==> config.mk <==
export PLATFORM = sky130hd
export DESIGN_NAME = handshake_arbiter
export DESIGN_NICKNAME = d
export VERILOG_FILES = /design/src/rtl/handshake_pkg.sv /design/src/rtl/rr_arbiter.sv /design/src/rtl/handshake_arbiter.sv
export SDC_FILE = /design/constraint.sdc
export NUM_CORES = 1
export LEC_CHECK = 0
export CELL_PAD_IN_SITES_DETAIL_PLACEMENT = 0
export CELL_PAD_IN_SITES_GLOBAL_PLACEMENT = 1
export CORE_MARGIN = 2
export CORE_UTILIZATION = 26
export DETAILED_ROUTE_END_ITERATION = 8
export GPL_TIMING_DRIVEN = 0
export PLACE_DENSITY_LB_ADDON = 0.1
export SLEW_MARGIN = 15
export SYNTH_ARGS = -nofsm -noshare
export SYNTH_HDL_FRONTEND = slang
export SYNTH_SLANG_ARGS = --single-unit
==> constraint.sdc <==
create_clock -name Clk -period 1.55 [get_ports Clk]
set_clock_uncertainty 0.05 [all_clocks]
set_input_delay 0.31 -clock Clk [delete_from_list [all_inputs] [get_ports Clk]]
set_output_delay 0.31 -clock Clk [all_outputs]
set_load 0.1 [all_outputs]
==> src/rtl/handshake_pkg.sv <==
// rtl/handshake_pkg.sv - shared state encoding and counter sizing for handshake_arbiter
package handshake_pkg;

   typedef enum logic {
      IDLE = 1'b0,
      ACK  = 1'b1
   } state_t;

   // The abort counter only has to reach cycles-1, so clog2(cycles) bits are enough.
   function automatic int cnt_width(input int cycles);
      return (cycles < 2) ? 1 : $clog2(cycles);
   endfunction

endpackage

==> src/rtl/rr_arbiter.sv <==
// rtl/rr_arbiter.sv - combinational round-robin pick starting at ptr, wrapping NUM_CH-1 -> 0
module rr_arbiter #(
   parameter int NUM_CH = 4,
   parameter int IW     = $clog2(NUM_CH)
) (
   input  logic [NUM_CH-1:0] req,
   input  logic [IW-1:0]     ptr,
   output logic              valid,
   output logic [IW-1:0]     index
);

   int          w_pos;
   logic [IW-1:0] w_idx;

   // Walk from the farthest offset back to ptr so the nearest requester wins last.
   always_comb begin
      valid = 1'b0;
      index = '0;
      w_pos = 0;
      w_idx = '0;
      for (int k = NUM_CH - 1; k >= 0; k--) begin
         w_pos = int'(ptr) + k;
         if (w_pos >= NUM_CH) begin
            w_pos = w_pos - NUM_CH;
         end
         w_idx = IW'(w_pos);
         if (req[w_idx]) begin
            valid = 1'b1;
            index = w_idx;
         end
      end
   end

endmodule

==> src/rtl/handshake_arbiter.sv <==
// rtl/handshake_arbiter.sv - four-phase request/ack arbiter with round-robin grant
// Optional Ack-hold abort enabled by defining HS_TIMEOUT_EN.
module handshake_arbiter
   import handshake_pkg::*;
#(
   parameter int WIDTH          = 8,
   parameter int NUM_CH         = 4,
   parameter int TIMEOUT_CYCLES = 16
) (
   input  logic                      Clk,
   input  logic                      Reset,
   input  logic [NUM_CH-1:0]         DataRequest,
   input  logic [NUM_CH*WIDTH-1:0]   RegisterA,
   output logic [WIDTH-1:0]          Data,
   output logic [NUM_CH-1:0]         Ack,
   output logic [$clog2(NUM_CH)-1:0] GrantId,
   output logic                      Timeout
);

   localparam int IW = $clog2(NUM_CH);

   if (NUM_CH < 2 || NUM_CH > 16 || TIMEOUT_CYCLES < 1) begin : g_bad_cfg
      $error("handshake_arbiter: unsupported NUM_CH or TIMEOUT_CYCLES");
   end

   state_t              r_state;
   logic [NUM_CH-1:0]   r_ack;
   logic [WIDTH-1:0]    r_data;
   logic [IW-1:0]       r_grant_id;
   logic [IW-1:0]       r_ptr;

   logic                w_valid;
   logic [IW-1:0]       w_index;
   logic [WIDTH-1:0]    w_sel_data;
   logic [IW-1:0]       w_next_ptr;
   logic                w_req_held;

   rr_arbiter #(
      .NUM_CH (NUM_CH),
      .IW     (IW)
   ) u_rr (
      .req   (DataRequest),
      .ptr   (r_ptr),
      .valid (w_valid),
      .index (w_index)
   );

   assign w_sel_data = RegisterA[w_index*WIDTH +: WIDTH];
   assign w_req_held = DataRequest[r_grant_id];
   assign w_next_ptr = (r_grant_id == IW'(NUM_CH - 1)) ? '0 : r_grant_id + IW'(1);

`ifdef HS_TIMEOUT_EN
   localparam int CW = cnt_width(TIMEOUT_CYCLES);

   logic [CW-1:0] r_cnt;
   logic          r_timeout;
   logic          w_expire;

   assign w_expire = (r_cnt == CW'(TIMEOUT_CYCLES - 1));
   assign Timeout  = r_timeout;
`else
   assign Timeout  = 1'b0;
`endif

   // Leaving ACK always passes through IDLE, which guarantees an Ack-low cycle between grants.
   always_ff @(posedge Clk or negedge Reset) begin
      if (!Reset) begin
         r_state    <= IDLE;
         r_ack      <= '0;
         r_data     <= '0;
         r_grant_id <= '0;
         r_ptr      <= '0;
`ifdef HS_TIMEOUT_EN
         r_cnt      <= '0;
         r_timeout  <= 1'b0;
`endif
      end else begin
`ifdef HS_TIMEOUT_EN
         r_timeout <= 1'b0;
`endif
         case (r_state)
            IDLE: begin
               if (w_valid) begin
                  r_state    <= ACK;
                  r_ack      <= NUM_CH'(1) << w_index;
                  r_data     <= w_sel_data;
                  r_grant_id <= w_index;
`ifdef HS_TIMEOUT_EN
                  r_cnt      <= '0;
`endif
               end
            end
            ACK: begin
               if (!w_req_held) begin
                  r_state <= IDLE;
                  r_ack   <= '0;
                  r_data  <= '0;
                  r_ptr   <= w_next_ptr;
               end
`ifdef HS_TIMEOUT_EN
               else if (w_expire) begin
                  r_state   <= IDLE;
                  r_ack     <= '0;
                  r_data    <= '0;
                  r_ptr     <= w_next_ptr;
                  r_timeout <= 1'b1;
               end else begin
                  r_cnt <= r_cnt + CW'(1);
               end
`endif
            end
            default: r_state <= IDLE;
         endcase
      end
   end

   assign Data    = r_data;
   assign Ack     = r_ack;
   assign GrantId = r_grant_id;

endmodule

; ---- Word level (Yosys, flattened, before mapping)
; Cells that the tools add are included.
; W data, S select, Z words.
[word_totals]
inputBits = 38
regBits = 17
out_inout_bits = 15
[op_classes]
n_mux = 32
shift = 2
n_addsub = 8
n_reduce_logical = 3
n_eq_ne = 3
bitwise_logic = 2
magnitude_cmp = 9
[op_table]
columns = cell, count
row1 = $shiftx A32 B6 Y8, 1
row2 = $mux W2, 9
row3 = $mux W8, 2
row4 = $pmux W8 S2, 1
row5 = $lt A2 B3 Y1 const B, 5
row6 = $mux W1, 11
row7 = $bmux W1 S2, 5
row8 = $ge A3 B3 Y1 const B, 3
row9 = $mux W4, 2
row10 = $pmux W4 S2, 1
row11 = $sub A2 B1 Y2 const B, 4
row12 = $add A2 B2 Y3 const B, 2
row13 = $reduce_and A2 Y1, 3
row14 = $shl A1 B2 Y4 const A, 1
row15 = $add A2 B1 Y3 const B, 1
row16 = $ge A2 B3 Y1 const B, 1
row17 = $add A2 B1 Y2 const B, 1
row18 = $eq A2 B2 Y1 const B, 1
row19 = $ne A2 B1 Y1 const B, 1
row20 = $ne A2 B2 Y1 const B, 1
row21 = $not A1 Y1, 2
row22 = $pmux W1 S2, 1

; ---- Logic depth before layout (Yosys ltp)
; Gate-level depths: netlist of the first run.
[logic_depth]
depth_word = 12
mapped_depth = 7

; ---- Hierarchy
; A second synthesis of the first run with hierarchy kept.
[unflattened]
hier_cells = 98
hier_area_um2 = 1048.5
[modules_own_cells]
columns = mod, n_inst, seq_area_each_um2, cells_each, area_each_um2
row1 = handshake_arbiter, 1, 425.4, 85, 970.9
row2 = rr_arbiter, 1, 0.0, 13, 77.6

; ---- Least setup slack after synthesis of the first run
; No wires, ideal clock.
[synth_path]
kind = register to register
from = register r_grant_id[0], in the netlist GrantId[0]
to = register r_ack[1], in the netlist Ack[1]
arrival_ns = 2.211
path_stages_with_launch = 6
setup_slack_ns = -0.834
required_time_ns = 1.377
setup_time_ns = 0.123
n_path_buf = 1
period_less_slack_ns = 2.384
cell_sequence = dfrtp_1 > mux4_2 > nand2b_4 > and2_4 > buf_6 > a32o_1
[synth_via]
elab_chain_len = 4
[synth_rtl]
columns = item, line
row1 = "start, declared", handshake_arbiter.sv:29  ; logic [IW-1:0] r_grant_id;
row2 = "start signal, assigned", handshake_arbiter.sv:87  ; r_grant_id <= w_index;
row3 = $bmux W1 S2, handshake_arbiter.sv:49  ; assign w_req_held = DataRequest[r_grant_id];
row4 = $mux W1 (not written as such), handshake_arbiter.sv:49
row5 = $ne A2 B2 Y1 (no line), --
row6 = $reduce_and A2 Y1 (no line), --
row7 = "end signal, assigned", handshake_arbiter.sv:85  ; r_ack <= NUM_CH'(1) << w_index;
row8 = "end, declared", handshake_arbiter.sv:27  ; logic [NUM_CH-1:0] r_ack;
; No other way between the ends. The select of a mux whose other input is x is not followed.
; A chain may end at the register's enable or synchronous reset.

; ---- Worst setup path after layout of the first run
[layout_path]
from = register r_grant_id[0], in the netlist GrantId[0]
to = register r_ack[0], in the netlist Ack[0]
; Same word-level chain as after synthesis.

==> metrics, run 1 <==
first-iteration detailed-routing DRC count 70; total grt overflow 0; die width 69.0 µm; Die Ht between 60 and 70 µm; flops & latches, synth 17; Net Count, Synth 150; Worst path slowest cell mux4_2; crit end category register; Area after DPL 1680 µm²; crit path kind reg -> reg; vias in the first global route approximately 1,200; global placer's final weighted congestion 0.764; clk sinks 17; Crit path required time approximately 1.6 ns; HP Class reg -> reg; R2R setup slack -0.20 ns; Final Max Slew Viols 0; CP arrival roughly 1.8 ns; Port Buffer Count 51; Yosys cell types 34; R2R Path Start GrantId[0]; CTS tree yes; RSZ-0062 raised after global routing true; r2r endpoint Ack[0]; total power between 4 and 5 mW; diode count 0; I/O pin count 53; post-route insts no fill 230; gate count after technology mapping ~110; Clk Tree Root Cell clkbuf_8; Hold Path Origin Ack[2]; Worst-path clk slew approximately 0.07 ns; first-pass GRT wire length 6270 µm; Num CTS Buffers 3; Rows 23; HPWL Detailed approximately 2400 µm; initial antenna violation count 0; DRC viols 0; Mean Syn Cell Area approximately 10 µm²; largest net degree at the start of global routing 18; Largest delay share family, worst path multiplexers; critical path fanouts, max 3; Ys Warns 0; Least-Margin Pin Slew around 0.82 ns; Clock Latency Late Sink 0.25 ns; CP Cell Sequence mux4_2 > nand2b_4 > and2_4 > buf_4 > a32o_1; achievable frequency between 0.5 and 0.6 GHz; commonest non-fill, non-tap cell in the layout clkdlybuf4s50_1; DRT Wirelength 3680 µm; DR vias about 1,200; final critical-path share of the clock period 1.13; max_slew headroom 0.449; Longest Clk Path Bufs 2; most frequent cells in the layout clkdlybuf4s50_1 (33), dfrtp_1 (14), buf_4 (13), nand2_1 (9), buf_2 (9); synthesis-to-layout area growth 75.0%; VDD IR max 0.000776 V; Post-Layout Inst Area 1920 µm²; status complete, but fails checks; maximum capacitance violations 0; GRT Total Usage 0.164; fraction of layout cells with a size suffix above 1 0.378; fill count approximately 400; pwr/cell area 2280 nW/µm²; initial core utilization 0.273; footprint of the multi-input gates 691 µm²; Min-Delay Endpoint Ack[2]; CTS H-tree depth 1; sequential-to-total area share from yosys stat 0.387; Avg Vias per Cell 5.06; Syn Std Cell Area 1100 µm²; antenna-violating nets left 0; Tmin final around 1.8 ns; register area ~430 µm²; hold depth 1; Final Hold Viols 0; worst r2r path cells 5; # placed instances 212; DR pass1 iterations 4; core region area between 4000 and 5000 µm²; nets@finish 220; failing checks negative setup slack; CP Launch Type register; Setup-failing EPs final 14; Pleak 0.862 nW; WP buf/inv 1; Die ar. 4770 µm²; final worst slack -0.201 ns; CP peak stage delay a little over 0.5 ns; DR WL/cell 16.0 µm
## sequential cells by signal, indices dropped and copies added, names as in the netlist
name and count:
Data 8, Ack 4, r_ptr 2, GrantId 2, r_state 1
## timing repair
item	4_1_cts	5_1_grt
setup endpoints to repair	31	28
pin swaps	10	1
resized for setup	70	34
hold buffers	0	0
setup buffers	10	3
gates cloned	2	0
## worst max path at each step
stage          cells past startpoint            from      end  slack [ns]
5_1_grt                            5      GrantId[0]   Ack[2]       -0.26
4_1_cts                            8        r_ptr[0]  Data[7]       -0.21
6_report                           5      GrantId[0]   Ack[0]       -0.20
2_1_floorplan                      5      GrantId[0]   Ack[1]       -0.40
3_3_place_gp                       7  DataRequest[0]  Data[7]       -0.74
3_5_place_dp                       8  DataRequest[1]  Data[1]       -0.75
## synthesized netlist by cell type (all sizes together)
cell type  instances  area (µm²)
o211ai             7        52.6
nand2             17        63.8
ha                 1        12.5
nor2b              2        15.0
a21o               2        15.0
nand3              7        35.0
a21oi              3        15.0
mux2i              9        90.1
nand4b             1        8.76
conb               1        3.75
o221ai             1        8.76
and2               1        8.76
buf                6        45.0
mux2               1        11.3
nor4               1        21.3
o21ba              1        10.0
dfrtp             17         425
o21ai              9        45.0
mux4               1        22.5
and4b              1        10.0
nand2b             3        26.3
or4                1        7.51
a32o               4        40.0
nor2               3        26.3
inv                2        7.51
o31ai              1        7.51
a211o              7        61.3
clkbuf             1        3.75
## kinds of logic (layout without fill, tap and decap cells)
group | Yosys count | after routing | share of synthesized area
buf+inv | 9 | 78 | 0.0512
mux | 11 | 11 | 0.113
compound gates | 35 | 35 | 0.232
simple gates | 37 | 37 | 0.202
fa+ha+maj | 1 | 1 | 0.0114
other cells | 1 | 1 | 0.00341
flops | 17 | 17 | 0.387
## where the power goes
group	leakage (nW)	internal, mW	switching (mW)
combinational	0.628	1.19	2.02
clock	0.0228	0.182	0.156
sequential	0.212	0.653	0.171
total	0.862	2.03	2.35
## stage by stage
stage / setup WS, ns / utilization / hold WS [ns] / TNS [ns]
finish: -0.201 / 0.478 / 0.445 / -2.12
global route: -0.259 / 0.478 / 0.478 / -3.01
CTS: -0.209 / 0.474 / 0.454 / -2.40
detailed placement: -0.750 / 0.416 / 0.434 / -14.60
global placement: -0.743 / 0.416 / 0.426 / -14.51
floorplan: -0.402 / - / -0.0356 / -4.68
## area by class of cell
cell class	count	share of cell area
Inverter	2	0.00390
Buffer	6	0.0319
Sequential cell	17	0.224
Tap cell	50	0.0325
Multi-Input combinational cell	85	0.359
Clock buffer	4	0.0234
Timing Repair Buffer	66	0.325
## layer usage
metal | global-route usage | vias up | share of wire | routed length (µm)
met5 | 0 | - | 0 | 0
met4 | 0.0414 | 0 | 0.0041 | 15
met3 | 0.0249 | 4 | 0.049 | 179
met2 | 0.274 | 42 | 0.49 | 1800
met1 | 0.222 | 564 | 0.46 | 1690
li1 | - | 553 | - | -
(Power assumes the default switching activity.)
==> inputs of run 2 (changes only) <==
--- a/config.mk
+++ b/config.mk
@@ -12,6 +12,7 @@
 export DETAILED_ROUTE_END_ITERATION = 8
 export GPL_TIMING_DRIVEN = 0
 export PLACE_DENSITY_LB_ADDON = 0.1
+export SETUP_SLACK_MARGIN = 0.4
 export SLEW_MARGIN = 15
 export SYNTH_ARGS = -nofsm -noshare
 export SYNTH_HDL_FRONTEND = slang
==> constraint.sdc (replaced) <==
create_clock -name Clk -period 1.55 [get_ports Clk]
set_clock_uncertainty 0.05 [all_clocks]
set_input_delay 0.2325 -clock Clk [delete_from_list [all_inputs] [get_ports Clk]]
set_output_delay 0.2325 -clock Clk [all_outputs]
set_load 0.1 [all_outputs]
==> run 2 against run 1 <==
Against the previous run: the run still ends with negative setup slack left; final cell count up 0.43%; critical path type unchanged; clock power barely moved; critical path depth unchanged; sequential share of layout area fell by 1.2 points; setup slack worse by 0.019 ns; first-iteration DRC count decreased by 46%; hold slack lost 0.32 ns; cell area up 9.5%; largest cell class is now buffers; largest power group unchanged; highest routed layer unchanged.
==> metrics, run 2 (synthesis gave the netlist of run 1 again) <==
Least-Margin Pin Slew between 0.8 and 0.9 ns; Post-Layout Inst Area 2110 µm²; diode count 0; RSZ-0062 raised after global routing true; Avg Vias per Cell 4.95; DR vias 1,143; footprint of the multi-input gates 699 µm²; crit path kind reg -> reg; clk sinks 17; Setup-failing EPs final 14; achievable frequency about 0.57 GHz; CTS H-tree depth 1; core region area 4030 µm²; failing checks negative setup slack; pwr/cell area 2280 nW/µm²; HPWL Detailed 2500 µm; vias in the first global route 1,264; Final Hold Viols 0; fraction of layout cells with a size suffix above 1 0.448; final core utilization 0.523; crit end category register; post-route insts no fill 231; final critical-path share of the clock period 1.14; Final Max Slew Viols 0; HP Class in -> async; Tmin final about 1.8 ns; antenna-violating nets left 0; hold_ws 0.127 ns; I/O pin count 53; nets@finish 221; initial core utilization 0.273; die width a little under 70 µm; DRT Wirelength between 3000 and 4000 µm; total power 4.80 mW; VDD IR max 0.000972 V; Hold-fix buffers, CTS 0; setup TNS -2.09 ns; Rows 23; CP Launch Type register; Longest Clk Path Bufs 2; CTS tree yes; DRC viols 0; critical path fanouts, max 10; DR pass1 iterations 4; max_slew headroom 0.454; Pleak 0.894 nW; maximum capacitance violations 0; initial antenna violation count 0; synthesis-to-layout area growth 91.6%; global placer's final weighted congestion 0.847; Num CTS Buffers 3; Die ar. approximately 4800 µm²; DP Worst Slack -0.695 ns; commonest non-fill, non-tap cell in the layout clkdlybuf4s50_1; largest net degree at the start of global routing 18; CP arrival between 1.5 and 2 ns; Worst-path clk slew about 0.070 ns; register area 448 µm²; number of flip-flops in the largest register 8; DR WL/cell 16.0 µm; GRT Total Usage 0.164; first-iteration detailed-routing DRC count 38; Clock Latency Late Sink 0.25 ns; most frequent cells in the layout clkdlybuf4s50_1 (32), dfrtp_2 (15), buf_12 (14), nand2_1 (13), buf_4 (13); final worst slack -0.220 ns; Port Buffer Count 51; Area after DPL 1710 µm²; Crit path required time 1.64 ns; Die Ht 69.0 µm; Clk Tree Root Cell clkbuf_8; total grt overflow 0; # placed instances 212; status complete, but fails checks; fill count between 300 and 400; first-pass GRT wire length approximately 6300 µm
## run 2: final timing paths
kind	endpoint	start	cells after the start	slack (ns)
worst max-delay path	Ack[2]	GrantId[0]	5	-0.22
worst min-delay path	GrantId[0]	Reset	1	0.13
worst max register to register	Ack[2]	GrantId[0]	5	-0.22
worst min register to register	Ack[0]	Ack[0]	1	0.49
max in group asynchronous	GrantId[0]	Reset	1	0.73
min in group Clk	Ack[0]	Ack[0]	1	0.49
## run 2: final cells by class
cell class              instances  share of cell area
plain buffers                   7              0.0368
clock buffers                   4              0.0214
inverters                       2             0.00356
multi-input cells              85               0.332
flip-flops and latches         17               0.213
well taps                      50              0.0297
repair buffers                 66               0.364
## run 2: what timing repair did
action                                  in CTS  in global routing
endpoints found under the setup margin      32                 31
gates cloned                                 0                  0
resized for setup                          131                 40
setup buffers                               13                  2
pin swaps                                    8                  2
## run 2: where the power goes
part	switching [mW]	total [mW]	internal [mW]
clock network	0.159	0.342	0.183
registers	0.238	0.919	0.681
logic	2.02	3.54	1.52
total	2.42	4.80	2.38
## run 2: layer usage
metal | routed length [µm] | vias up | track usage
li1 | - | 552 | -
met1 | 1570 | 553 | 0.202
met2 | 1890 | 34 | 0.287
met3 | 197 | 4 | 0.0395
met4 | 28 | 0 | 0.0392
met5 | 0 | - | 0
## run 2: worst max-delay path, stage by stage, from the launching register on
cell	delay (ns)
dfrtp_4	0.42
mux4_2	0.53
nand2b_4	0.17
and2_4	0.15
buf_8	0.14
a32o_1	0.20
==> inputs of run 3 (changes only) <==
==> constraint.sdc (replaced) <==
create_clock -name Clk -period 1.55 [get_ports Clk]
set_clock_uncertainty 0.05 [all_clocks]
set_input_delay 0.31 -clock Clk [delete_from_list [all_inputs] [get_ports Clk]]
set_output_delay 0.31 -clock Clk [all_outputs]
set_load 0.1 [all_outputs]
==> run 3 against run 2 <==
Against the previous run: the run still ends with negative setup slack left; non-clock buffer count up 3; final cell count up 1.3%; setup slack better by 0.026 ns; critical path depth unchanged; total power up 5.1%; via count up 1.7%; global-route usage down 0.75 points; clock-buffer cell count down 1; critical path type unchanged; largest power group unchanged.
==> metrics, run 3 (synthesis gave the netlist of run 1 again) <==
status complete, but fails checks; failing checks negative setup slack; Rows 23; Port Buffer Count 51; Die Ht 69.0 µm; Crit path required time 1.65 ns; DRT Wirelength 3750 µm; max_slew headroom 0.447; RSZ-0062 raised after global routing true; DR WL/cell roughly 16 µm; CTS H-tree depth 1; final core utilization 0.542; R2R Path Start GrantId[0]; Setup-failing EPs final 14; CP arrival 1.84 ns; Die ar. roughly 4800 µm²; DR pass1 iterations 4; GRT Total Usage 0.156; HP Class in -> async; VDD IR max 0.00116 V; fraction of layout cells with a size suffix above 1 0.473; # placed instances 212; number of flip-flops in the largest register 8; core region area approximately 4000 µm²; Clock Latency Late Sink 0.26 ns; initial antenna violation count 0; critical path startpoint GrantId[0]; post-route insts no fill 234; Avg Vias per Cell 4.97; fill count 371; antenna-violating nets left 0; first-pass GRT wire length between 5000 and 6000 µm; first-iteration detailed-routing DRC count 14; crit path kind reg -> reg; HPWL Detailed between 2000 and 2500 µm; DR vias roughly 1,200; Num CTS Buffers 3; clk sinks 17; diode count 0; Pleak 0.930 nW; synthesis-to-layout area growth 98.4%; Least-Margin Pin Slew between 0.8 and 0.9 ns; maximum capacitance violations 0; DRC viols 0; total grt overflow 0; commonest non-fill, non-tap cell in the layout clkdlybuf4s50_1; CP Launch Type register; Hold-fix buffers, CTS 0; final critical-path share of the clock period 1.12; most frequent cells in the layout clkdlybuf4s50_1 (32), dfrtp_2 (16), buf_12 (16), nand2_1 (13), buf_4 (10); Longest Clk Path Bufs 2; Final Max Slew Viols 0; Final Hold Viols 0; Clk Tree Root Cell clkbuf_8; largest net degree at the start of global routing 18; crit end category register; achievable frequency 0.574 GHz; die width a little under 70 µm; final worst slack -0.193 ns; Worst-path clk slew 0.08 ns; critical path fanouts, max 5; I/O pin count 53; pwr/cell area 2310 nW/µm²; Tmin final 1.74 ns; nets@finish ~220; initial core utilization 0.273; vias in the first global route roughly 1,200; CTS tree yes; global placer's final weighted congestion 0.774
==> run 3: layout make-up <==
class	instances	area [µm²]	share of cell area
multi-input combinational	85	689	0.316
timing repair buffer	69	848	0.389
sequential	17	449	0.206
tap	50	62.6	0.0287
clock inverter	1	5.00	0.00229
clock buffer	3	41.3	0.0189
inverter	2	7.51	0.00344
buffer	7	78.8	0.0361
==> run 3: final timing paths <==
check | to | cells after the start | slack (ns)
max reg2reg | Ack[2] | 5 | -0.19
max | Ack[2] | 5 | -0.19
min in group Clk | GrantId[1] | 5 | 0.47
min | GrantId[0] | 1 | 0.20
max in group asynchronous | GrantId[0] | 1 | 0.65
min reg2reg | Data[4] | 2 | 0.49
==> run 3: where the power goes <==
| part | internal, mW | switching (mW) | total, mW |
|---|---|---|---|
| Combinational | 1.71 | 2.05 | 3.76 |
| Sequential | 0.683 | 0.246 | 0.929 |
| Clock | 0.179 | 0.181 | 0.360 |
==> run 3: critical path, cell delays in order, from the launching register on <==
cell      delay (ns)
dfrtp_4         0.42
mux4_2          0.51
nand2b_4        0.16
and2_4          0.16
buf_8           0.13
a32o_1          0.20
==> run 3: per-layer routing <==
metal  up-vias  global-route usage  wire length, µm
met5         -                   0                0
met3         4              0.0278              183
met2        38               0.279             1870
met1       558               0.190             1660
li1        563                   -                -
met4         0              0.0479               40
==> run 3: per-stage QoR <==
step           TNS (ns)  hold slack [ns]  setup WS [ns]  total power, mW  instance area [µm²]
2_1_floorplan     -4.61          -0.0356         -0.402             2.86                 1130
3_5_place_dp     -13.99            0.434         -0.744             3.55                 1710
3_3_place_gp     -13.67            0.431         -0.713             3.51                 1710
5_1_grt           -2.91            0.270         -0.247             5.27                 2180
6_report          -2.11            0.203         -0.193             5.05                 2180
4_1_cts           -2.11            0.236         -0.171             4.72                 2080
==> run 3: repair_timing <==
action,in CTS,in global routing
resized for setup,150,24
setup buffers,13,3
endpoints found under the hold margin,0,0
cloned,1,1
pin swaps,5,4
setup endpoints to repair,48,31
==> variant: new RTL, config.mk and constraints of run 1 <==
Set the parameter `WIDTH` to 12 (it was 8).
--- a/src/rtl/handshake_arbiter.sv
+++ b/src/rtl/handshake_arbiter.sv
@@ -3,7 +3,7 @@
 module handshake_arbiter
    import handshake_pkg::*;
 #(
-   parameter int WIDTH          = 8,
+   parameter int WIDTH          = 12,
    parameter int NUM_CH         = 4,
    parameter int TIMEOUT_CYCLES = 16
 ) (
Interface: changed (resized Data and RegisterA); port bits go from 53 to 73. The function was not compared with the original's and may differ.
==> variant against run 1 <==
  * Sequential cell count grew 4
  * Area after synthesis grew 21%
  * Total power grew 28%
  * Routed wire length grew 13%
  * Highest routed layer unchanged
  * First-iteration DRC count shrank 14%
  * Design area grew 33%
  * Clock power grew 9.1%
  * Count of clock-buffer cells in the layout shrank 1
  * Synthesized cell count grew 14%
  * Critical endpoint is now Data[0]
  * The flow still finishes with violations (setup timing)
  * Setup slack lost 0.24 ns
==> variant: results <==
{
  "avgSynthCellArea_um2": 10.6,
  "place_area_um2": 2200,
  "track_usage_pct": 14.9,
  "post-place-cells": 267,
  "crit_start": "r_ptr[1]",
  "layout-drive-gt1-share_pct": 49.5,
  "largest_register_ffs": 12,
  "critical_path_arrival_ns": 2.10,
  "drt_wl_total_um": 4170,
  "gp_congestion": 0.731,
  "violations": "setup timing",
  "max_slew_margin_pct": 34.2,
  "yosysUniqueCellTypes": 31,
  "outcome": "complete, but fails checks",
  "yosysSeqAreaShare_pct": 39.4,
  "hold_path_class": "in2async",
  "grt_pass1_wl_um": 6440,
  "peakVddDrop_uv": 984,
  "cp_slowest_stage_delay_ns": 0.44,
  "setup_viol": 19,
  "vias": 1328,
  "port-buffer-count": 71,
  "cp_max_fo": 7,
  "cpMaxStageDelayCell": "dfrtp_2",
  "grt_pass1_vias": 1370,
  "intPower_mw": 2.57,
  "synthTopCellsByArea": "dfrtp_1 (39%), mux2_2 (11%), mux2i_1 (9.7%), o211ai_2 (7.5%), nand2_1 (5.6%)",
  "ys_async_sr_fraction_pct": 100,
  "p_leak_nw": 1.14,
  "synth_nets": 181,
  "cp_top_family": "compound AO/OA/AOI/OAI gates",
  "finalWorstSetupSlack_ns": -0.444,
  "fin_setup_tns_ns": -6.49,
  "dp_hpwl_um": 2980,
  "finalNonFillerCells": 284
}
[variant: cell count changes in the layout (fill, tap and decap cells not counted), moves of 4 or more]
cell,change
clkdlybuf4s50_1,+15
mux2_4,+12
nand3_2,+12
o211ai_2,+8
a211o_1,-7
buf_2,+7
nand3_1,-7
o21ai_0,-6
buf_6,+5
mux2i_4,+5
a32o_1,-4
buf_4,-4
dfrtp_1,+4
[variant: layer usage]
layer	part of all wire (%)	global-route usage, %	wire length [um]	up-vias
met5	0	0	0	-
met4	0.60	3.12	25	0
met3	5.4	3.44	225	4
met2	49	25.6	2050	47
met1	45	19.2	1870	641
li1	-	-	-	636
[variant: final timing paths]
check | slack [ns] | end | depth (start not counted)
min reg2reg | 0.43 | Ack[2] | 2
max in group asynchronous | 0.60 | GrantId[0] | 1
min | 0.14 | r_ptr[0] | 1
min in group Clk | 0.43 | Ack[2] | 2
max | -0.44 | Data[0] | 7
max reg2reg | -0.44 | Data[0] | 7
[variant: logic make-up (layout without fill, tap and decap cells)]
logic type	after synthesis	after routing	synth area share [%]
AND/OR/NAND/NOR	40	40	13.5
other	1	1	0.281
flip-flops	21	21	39.4
buffers and inverters	12	100	6.65
adder cells (fa/ha/maj)	1	1	0.937
AO/OA/AOI/OAI	24	24	16.9
multiplexers	27	27	22.4
[variant: repair_timing]
item	in CTS	in global routing
endpoints found under the setup margin	38	30
setup buffers	11	2
pin swaps	7	4
gates resized for setup	125	31
cloned	2	1
[variant: worst reg2reg max path: stages, from the launching register on]
cell	delay, ns
dfrtp_2	0.44
a21bo_1	0.17
a222oi_1	0.35
buf_4	0.24
buf_12	0.15
buf_16	0.15
mux2i_2	0.25
o211ai_2	0.09
[variant: final cells by class]
cell class                 count  area, um2
timing repair buffer          86        811
clock inverter                 1       5.00
multi-input combinational     93        965
buffer                         8        103
clock buffer                   3       41.3
fill                         450       2490
tap                           70       87.6
sequential                    21        532
inverter                       2       7.51
[variant: power groups by stage]
stage | Combinational (mW) | Clock (mW) | Sequential [mW]
after floorplan | 1.33 | 0 | 2.38
after global placement | 3.53 | 0 | 0.992
after detailed placement | 3.58 | 0 | 1.00
after CTS | 4.07 | 0.378 | 0.997
after global routing | 4.41 | 0.405 | 1.03
final | 4.22 | 0.370 | 0.998
[variant: stage by stage]
step	utilization [%]	hold WS, ns	worst slack [ns]	total power, mW
after floorplan	-	-0.0356	-0.514	3.71
after global placement	43.6	0.420	-0.946	4.53
after detailed placement	43.6	0.427	-1.03	4.58
after CTS	48.9	0.444	-0.465	5.44
after global routing	50.6	0.226	-0.552	5.85
final	50.6	0.141	-0.444	5.58
